===== src/rtl/minimig_ram_sequencer.sv =====
// Minimig board SRAM sequencer: one-hot bank + word offset -> 4 MB word address,
// fixed setup / programmable strobe / hold cycle. Optional macro: MINIMIG_BANK_CHECK_EN.
module minimig_ram_sequencer #(
  parameter int unsigned WAIT_STATES = 1
) (
  input  logic        clk,
  input  logic        reset_n,
  input  logic [7:0]  bank,
  input  logic [17:0] addr,
  input  logic        req,
  input  logic        rd,
  input  logic [1:0]  be_n,
  input  logic [15:0] wdata,
  output logic [15:0] rdata,
  output logic        ack,
  output logic        busy,
  output logic        err,
  output logic [20:0] ram_addr,
  output logic        ram_ce_n,
  output logic        ram_oe_n,
  output logic        ram_we_n,
  output logic [1:0]  ram_be_n,
  output logic [15:0] ram_dout,
  output logic        ram_doe,
  input  logic [15:0] ram_din
);

  localparam int unsigned CNT_W  = 3;
  localparam int unsigned IDX_W  = 3;

  typedef enum logic [1:0] {IDLE, SETUP, STROBE, HOLD} state_t;

  state_t           state;
  logic [CNT_W-1:0] cnt;
  logic             lat_rd;
  logic [IDX_W-1:0] bank_idx;

  // Lowest set bit wins when the mapper presents more than one bank.
  always_comb begin
    bank_idx = '0;
    for (int i = 7; i >= 0; i--) begin
      if (bank[i]) bank_idx = IDX_W'(i);
    end
  end

`ifdef MINIMIG_BANK_CHECK_EN
  logic multi_bank;
  assign multi_bank = |(bank & (bank - 8'd1));
`endif

  always_ff @(posedge clk or negedge reset_n) begin
    if (!reset_n) begin
      state    <= IDLE;
      cnt      <= '0;
      lat_rd   <= 1'b0;
      rdata    <= '0;
      ack      <= 1'b0;
      busy     <= 1'b0;
      err      <= 1'b0;
      ram_addr <= '0;
      ram_ce_n <= 1'b1;
      ram_oe_n <= 1'b1;
      ram_we_n <= 1'b1;
      ram_be_n <= 2'b11;
      ram_dout <= '0;
      ram_doe  <= 1'b0;
    end else begin
      ack <= 1'b0;
      err <= 1'b0;
      case (state)
        IDLE: begin
          if (req) begin
            busy   <= 1'b1;
            lat_rd <= rd;
            if (bank != 8'd0) begin
              state    <= SETUP;
              ram_addr <= {bank_idx, addr};
              ram_be_n <= be_n;
              ram_ce_n <= 1'b0;
              ram_oe_n <= ~rd;
              ram_doe  <= ~rd;
              if (!rd) ram_dout <= wdata;
`ifdef MINIMIG_BANK_CHECK_EN
              err <= multi_bank;
`endif
            end else begin
              // Unmapped: complete without touching the RAM pins.
              state <= HOLD;
              ack   <= 1'b1;
              if (rd) rdata <= 16'hFFFF;
            end
          end
        end
        SETUP: begin
          state <= STROBE;
          cnt   <= CNT_W'(WAIT_STATES);
          if (!lat_rd) ram_we_n <= 1'b0;
        end
        STROBE: begin
          if (cnt == '0) begin
            state    <= HOLD;
            ack      <= 1'b1;
            ram_we_n <= 1'b1;
            ram_oe_n <= 1'b1;
            if (lat_rd) rdata <= ram_din;
          end else begin
            cnt <= cnt - CNT_W'(1);
          end
        end
        HOLD: begin
          // Data and CE held one cycle past the strobe release.
          state    <= IDLE;
          busy     <= 1'b0;
          ram_ce_n <= 1'b1;
          ram_doe  <= 1'b0;
          ram_be_n <= 2'b11;
        end
        default: state <= IDLE;
      endcase
    end
  end

endmodule

===== config.mk =====
export PLATFORM = sky130hd
export DESIGN_NAME = minimig_ram_sequencer
export DESIGN_NICKNAME = d
export VERILOG_FILES = /design/src/rtl/minimig_ram_sequencer.sv
export SDC_FILE = /design/constraint.sdc
export NUM_CORES = 1
export LEC_CHECK = 0
export ABC_AREA = 1
export CORE_MARGIN = 5
export CORE_UTILIZATION = 38
export DETAILED_ROUTE_END_ITERATION = 10
export GPL_TIMING_DRIVEN = 0
export HOLD_SLACK_MARGIN = 0.15
export PLACE_DENSITY_LB_ADDON = 0.3
export SYNTH_ARGS = -nofsm -noshare
export SYNTH_HDL_FRONTEND = slang
export SYNTH_SLANG_ARGS = --single-unit

===== constraint.sdc =====
create_clock -name clk -period 4.4 [get_ports clk]
set_input_delay 1.32 -clock clk [delete_from_list [all_inputs] [get_ports clk]]
set_output_delay 1.32 -clock clk [all_outputs]
set_load 0.005 [all_outputs]

======== After elaboration in Yosys (flattened, before gate mapping) ========
Index checks and enable logic that the tools add are counted.
storage, ports and cells
  register bits after elaboration ......... 67
  input bits .............................. 64
  output and inout port bits .............. 62
cells by class
  $add $sub $neg .......................... 1
  equal/unequal tests ..................... 11
  multiplexer cells ....................... 39
  bitwise operators ....................... 1
  reductions and logical operators ........ 16
operator list
  operator             number
  $mux 16              5
  $pmux 16 s2          1
  $mux 3               9
  $ne 2x2->1 const B   8
  $pmux 1 s2           6
  $mux 1               10
  $mux 2               5
  $reduce_and 3->1     3
  $pmux 2 s4           1
  $reduce_and 2->1     4
  $reduce_and 4->1     2
  $reduce_bool 8->1    1
  $pmux 3 s2           1
  $reduce_and 6->1     1
  $reduce_bool 2->1    3
  $eq 2x2->1 const B   2
  $pmux 2 s2           1
  $logic_not 3->1      1
  $sub 3x1->3 const B  1
  $eq 2x1->1 const B   1
  $logic_not 2->1      1
  $not 1->1            1

======== Longest topological paths before layout ========
Gate-level depths: netlist (run 1).
  depth after elaboration ................. 8
  gate-level depth with buffers ........... 11
  depth with buffers taken out ............ 9

======== Least setup slack after synthesis (run 1) ========
No wires, ideal clock.
  kind .................................... input-to-reg
  start ................................... input bank[5]
  end ..................................... register rdata[0]
  arrival time ............................ 2.128 ns
  data required time ...................... 4.284 ns
  setup slack ............................. 2.155 ns
  cell stages on the path ................. 7
  buffers on the path ..................... 1
  cell sequence ........................... nor2_2 -> nand2_2 -> o21ai_4 -> nand2_4 -> buf_12 -> nand2_2 -> nand2_1
on the way
  word-level cells in the longest chain between the ends .. 3
ends and longest elaborated chain
  what                        line  source
  start: declaration          8     input logic [7:0] bank,
  $reduce_bool 8->1           75    if (bank != 8'd0) begin
  $ne 2x2->1 (no line)        -
  $reduce_and 6->1 (no line)  -
  end signal: assignment      105   if (lat_rd) rdata <= ram_din;
  end: declaration            14    output logic [15:0] rdata,
Every way passes these cells.
A chain may end at the register's enable or synchronous reset.

======== Final worst setup path (run 1) ========
  start ................................... register ram_be_n[0]
  end ..................................... output ram_be_n[0]
RTL lines
  what                      line  source
  start: declaration        22    output logic [1:0] ram_be_n,
  start signal: assignment  78    ram_be_n <= be_n;
No word-level cell between the ends.

==> tab_implementation.tex, run 1 <==
\begin{tabular}{lr}
\hline
Metric & Value \\
\hline
\multicolumn{2}{l}{\textbf{Run status}} \\
\quad Result of the run & complete, no violations \\
\multicolumn{2}{l}{\textbf{Power and ir drop}} \\
\quad Overall power & 3.354 mW \\
\quad Worst VDD drop & 0.3117 mV \\
\quad Combinational share of power & 49.8\% \\
\quad Switching share of power & 35.60\% \\
\quad Net load switching power & 1.194 mW \\
\quad Clock power frac & 17.1\% \\
\quad Leak pwr & 2.293 nW \\
\quad Sequential Power Share & 33.0\% \\
\quad Power per Cell Area & 706.6 nW/um\^{}2 \\
\quad Internal power consumption & 2.160 mW \\
\multicolumn{2}{l}{\textbf{CTS}} \\
\quad Clock latency reported for the late side of the worst-skew pair & 0.34 ns \\
\quad Clock buffer depth & 2 \\
\quad Hold bufs inserted after CTS & 0 \\
\quad Quantity of gates resized following cts & 0 \\
\quad Clk sink count & 67 \\
\quad Clk Tree Root Cell & sky130\_fd\_sc\_hd\_\_clkbuf\_8 \\
\quad H-tree Lvls & 3 \\
\quad Number of buffers inserted during clock tree synthesis & 9 \\
\quad Post-CTS repair timing setup buffer count & 0 \\
\quad Clock tree from TritonCTS & done \\
\quad Clock input transition at the sequential cells of the worst setup and hold paths & 0.07 ns \\
\multicolumn{2}{l}{\textbf{Timing}} \\
\quad Post-route fraction of the period consumed by the critical path & 61.66\% \\
\quad Final worst path period need & 2.713 ns \\
\quad Maximum clock rate & 368.6 MHz \\
\quad Tightest Pin Transition & 0.8665 ns \\
\quad Setup-violating endpoint count in the final report & 0 \\
\quad Max-slew violation count & 0 \\
\quad RSZ-0062 raised after global routing & false \\
\quad Number of endpoints with negative hold slack in the final report & 0 \\
\quad Layout Skew & 0.008920 ns \\
\quad Max-Slew Margin vs Limit & 42.24\% \\
\multicolumn{2}{l}{\textbf{Floorplan}} \\
\quad Total die area & 10210 um\^{}2 \\
\quad Initial standard-cell utilization of the core & 38.73\% \\
\quad Std-Cell Rows & 33 \\
\quad Number of primary I/O pins & 126 \\
\quad Die width & 101.1 um \\
\quad Die Y-Extent & 101.1 um \\
\quad Area of the core & 8134 um\^{}2 \\
\multicolumn{2}{l}{\textbf{Global route}} \\
\quad Routing usage on met3 & 2.837\% \\
\quad GRT met1 Usage & 21.10\% \\
\quad Highest-utilization routing layer at the global route stage & met2 \\
\quad Number of antenna violations at the first check in global routing & 0 \\
\quad M2 GR Usage & 27.16\% \\
\quad Congestion Overflow GR & 0 \\
\quad Overall Global Routing Usage & 16.71\% \\
\quad Via count of the first global-routing pass & 2893 \\
\quad Maximum number of pins on one net before global-route repair & 68 \\
\quad Wire length of the first global-routing pass & 13570 um \\
\multicolumn{2}{l}{\textbf{Yosys}} \\
\quad Synth Net Count & 431 \\
\quad Per-instance average area after synthesis & 8.727 um\^{}2 \\
\quad Top cells by area in the synthesized netlist & sky130\_fd\_sc\_hd\_\_dfrtp\_1 (49\%), sky130\_fd\_sc\_hd\_\_nand2\_1 (17\%), sky130\_fd\_sc\_hd\_\_nand3\_1 (6.4\%), sky130\_fd\_sc\_hd\_\_dfstp\_2 (4.2\%), sky130\_fd\_sc\_hd\_\_or2\_2 (3.6\%) \\
\quad Cell type contributing the most total cell area after synthesis & sky130\_fd\_sc\_hd\_\_dfrtp\_1 \\
\quad Count of synthesis-stage warnings from yosys & 0 \\
\quad Share of synthesized area occupied by flip-flops and latches & 53.42\% \\
\quad Number of register bits inferred by synthesis & 67 \\
\quad Distinct cell type count after synthesis & 29 \\
\quad Share of the synthesized area in the top cell type & 49.25\% \\
\quad Cell area after technology mapping & 3151 um\^{}2 \\
\quad Gate count of the mapped netlist & 361 \\
\multicolumn{2}{l}{\textbf{Drt}} \\
\quad Number of design rule violations left after detail routing & 0 \\
\quad Avg WL per Cell & 13.41 um \\
\quad Number of optimization iterations in the first detailed-route pass & 4 \\
\quad Post-detailed-route count of antenna-violating nets & 0 \\
\quad Vias per Instance & 4.540 \\
\quad Routed Wire Length & 8129 um \\
\quad Initial drt markers & 78 \\
\quad Count of vias placed by the detailed router & 2751 \\
\multicolumn{2}{l}{\textbf{Placement}} \\
\quad Area after DPL & 4521 um\^{}2 \\
\quad Gp weighted congestion & 0.7942 \\
\quad Placed wire-length estimate after detailed placement & 6121 um \\
\quad Input/output buffers & 124 \\
\multicolumn{2}{l}{\textbf{Worst setup path}} \\
\quad Startpoint class of the critical path & register \\
\quad Slowest stage cell, crit path & sky130\_fd\_sc\_hd\_\_dfstp\_2 \\
\quad Type of destination of the critical path & primary output \\
\quad Crit path buf inv count & 1 \\
\quad Required @ worst endpoint & 3.08 ns \\
\quad Crit-path cells & clkdlybuf4s50\_1 \\
\quad Type of the setup path with the least slack & register to primary output \\
\quad Worst Path Arrival & 1.39 ns \\
\quad Worst-path fanout max & 2 \\
\quad Critical Path Max Stage Delay & 0.54 ns \\
\quad Crit path max-delay family & flip-flops \\
\multicolumn{2}{l}{\textbf{Cells and area}} \\
\quad Synthesis-to-layout area growth & 50.68\% \\
\quad Leading cell types in the layout, fill and taps excluded & sky130\_fd\_sc\_hd\_\_nand2\_1 (146), sky130\_fd\_sc\_hd\_\_clkdlybuf4s50\_1 (123), sky130\_fd\_sc\_hd\_\_dfrtp\_1 (62) \\
\quad Post-route standard cell area excluding fillers & 4747 um\^{}2 \\
\quad Number of diodes added for antenna fixing & 0 \\
\quad Fraction of layout cells with a size suffix above 1 & 16.37\% \\
\quad Total number of nets in the final design & 566 \\
\quad Final core utilization & 58.36\% \\
\quad Most common cell after layout, fill and taps aside & sky130\_fd\_sc\_hd\_\_nand2\_1 \\
\multicolumn{2}{l}{\textbf{Worst hold path}} \\
\quad Min-Delay Path Class & register to register \\
\multicolumn{2}{l}{\textbf{Run}} \\
\quad Maximum Capacitance Violations & 0 \\
\hline
\end{tabular}
## power by group through the flow
stage	logic [mW]	clock network [mW]	registers [mW]
after floorplan	0.853	0	1.13
after global placement	1.66	0	1.11
after detailed placement	1.70	0	1.12
after CTS	1.71	0.593	1.11
after global routing	1.87	0.615	1.15
final	1.67	0.575	1.11
## cell families after synthesis
group                    count (synthesis)  share of synthesized area (%)
AO/OA/AOI/OAI                           18                          3.813
XOR/XNOR                                 1                         0.2780
adder cells (fa/ha/maj)                  6                          2.383
buffers and inverters                   34                          5.639
flip-flops                              67                          53.42
other                                    1                         0.1190
AND/OR/NAND/NOR                        234                          34.35
## registers in the layout, summed over array words and instances (netlist names), 2 cells and up
name / cells
rdata: 16
ram_addr: 21
ram_be_n: 2
cnt: 3
ram_dout: 16
state: 2
## path summary, 6_finish.rpt
check,from,to,slack (ns),cells past startpoint
min reg2reg,ram_oe_n$_DFFE_PN1P_,ram_oe_n$_DFFE_PN1P_,0.46,2
max in group asynchronous,reset_n,ram_addr[14]$_DFFE_PN0P_,2.74,1
min in group asynchronous,reset_n,ack$_DFF_PN0_,1.09,1
max reg2reg,state[0]$_DFFE_PN0P_,rdata[15]$_DFFE_PN0P_,2.62,7
min,ram_oe_n$_DFFE_PN1P_,ram_oe_n$_DFFE_PN1P_,0.46,2
max,ram_be_n[0]$_DFFE_PN1P_,ram_be_n[0],1.69,1
## stage by stage
stage | hold slack (ns) | worst slack, ns | TNS [ns] | std cells
finish | 0.4643 | 1.687 | 0 | 606
global route | 0.4989 | 1.635 | 0 | 606
CTS | 0.4689 | 1.658 | 0 | 606
global placement | 0.4526 | -0.3273 | -19.99 | 590
detailed placement | 0.4575 | 1.444 | 0 | 590
floorplan | 0.4510 | 2.155 | 0 | 361
## cells in the mapped netlist (all sizes together)
master	number
ha	6
dfstp	5
or2	18
buf	11
nor3	1
inv	21
o22ai	1
xor2	1
clkbuf	2
o21ai	11
nand3	41
a21oi	5
dfrtp	62
nor2	13
nand2	161
conb	1
o21bai	1
## worst register-to-register path, cell delays in order, from the launching register on
cell	delay (ns)
sky130_fd_sc_hd__dfrtp_1	0.40
sky130_fd_sc_hd__inv_1	0.11
sky130_fd_sc_hd__ha_1	0.33
sky130_fd_sc_hd__inv_2	0.15
sky130_fd_sc_hd__clkbuf_1	0.24
sky130_fd_sc_hd__or2_2	0.32
sky130_fd_sc_hd__nand3_1	0.08
sky130_fd_sc_hd__nand2_1	0.06
## routing by layer
layer | part of all wire [%] | up-vias | routed length, um
li1 | - | 1395 | -
met1 | 42 | 1270 | 3447
met2 | 49 | 69 | 4004
met3 | 5.3 | 17 | 429
met4 | 3.0 | 0 | 247
met5 | 0 | - | 0
## final cells by class
cell class	count	area, um^2
Sequential cell	67	1683
Clock inverter	6	88.84
Inverter	21	78.83
Fill cell	719	3387
Tap cell	105	131.4
Multi-Input combinational cell	260	1290
Buffer	13	98.84
Timing Repair Buffer	124	1239
Clock buffer	10	137.6
(Power assumes the default switching activity.)
==> inputs of run 2 (changes only) <==
clock period = 2.4 ns   (was 4.4 ns; I/O delays follow)
==> results of run 2 <==
The final DEF is identical to that of run 1. Status: complete, no violations.
Among the figures that moved: setup slack after placement 1.444 ns -> 0.04356 ns; setup slack after layout 1.687 ns -> 0.2869 ns; register-to-register setup slack 2.62 ns -> 0.62 ns; total power 3.354 mW -> 6.149 mW; worst IR drop on VDD 0.3117 mV -> 0.5714 mV
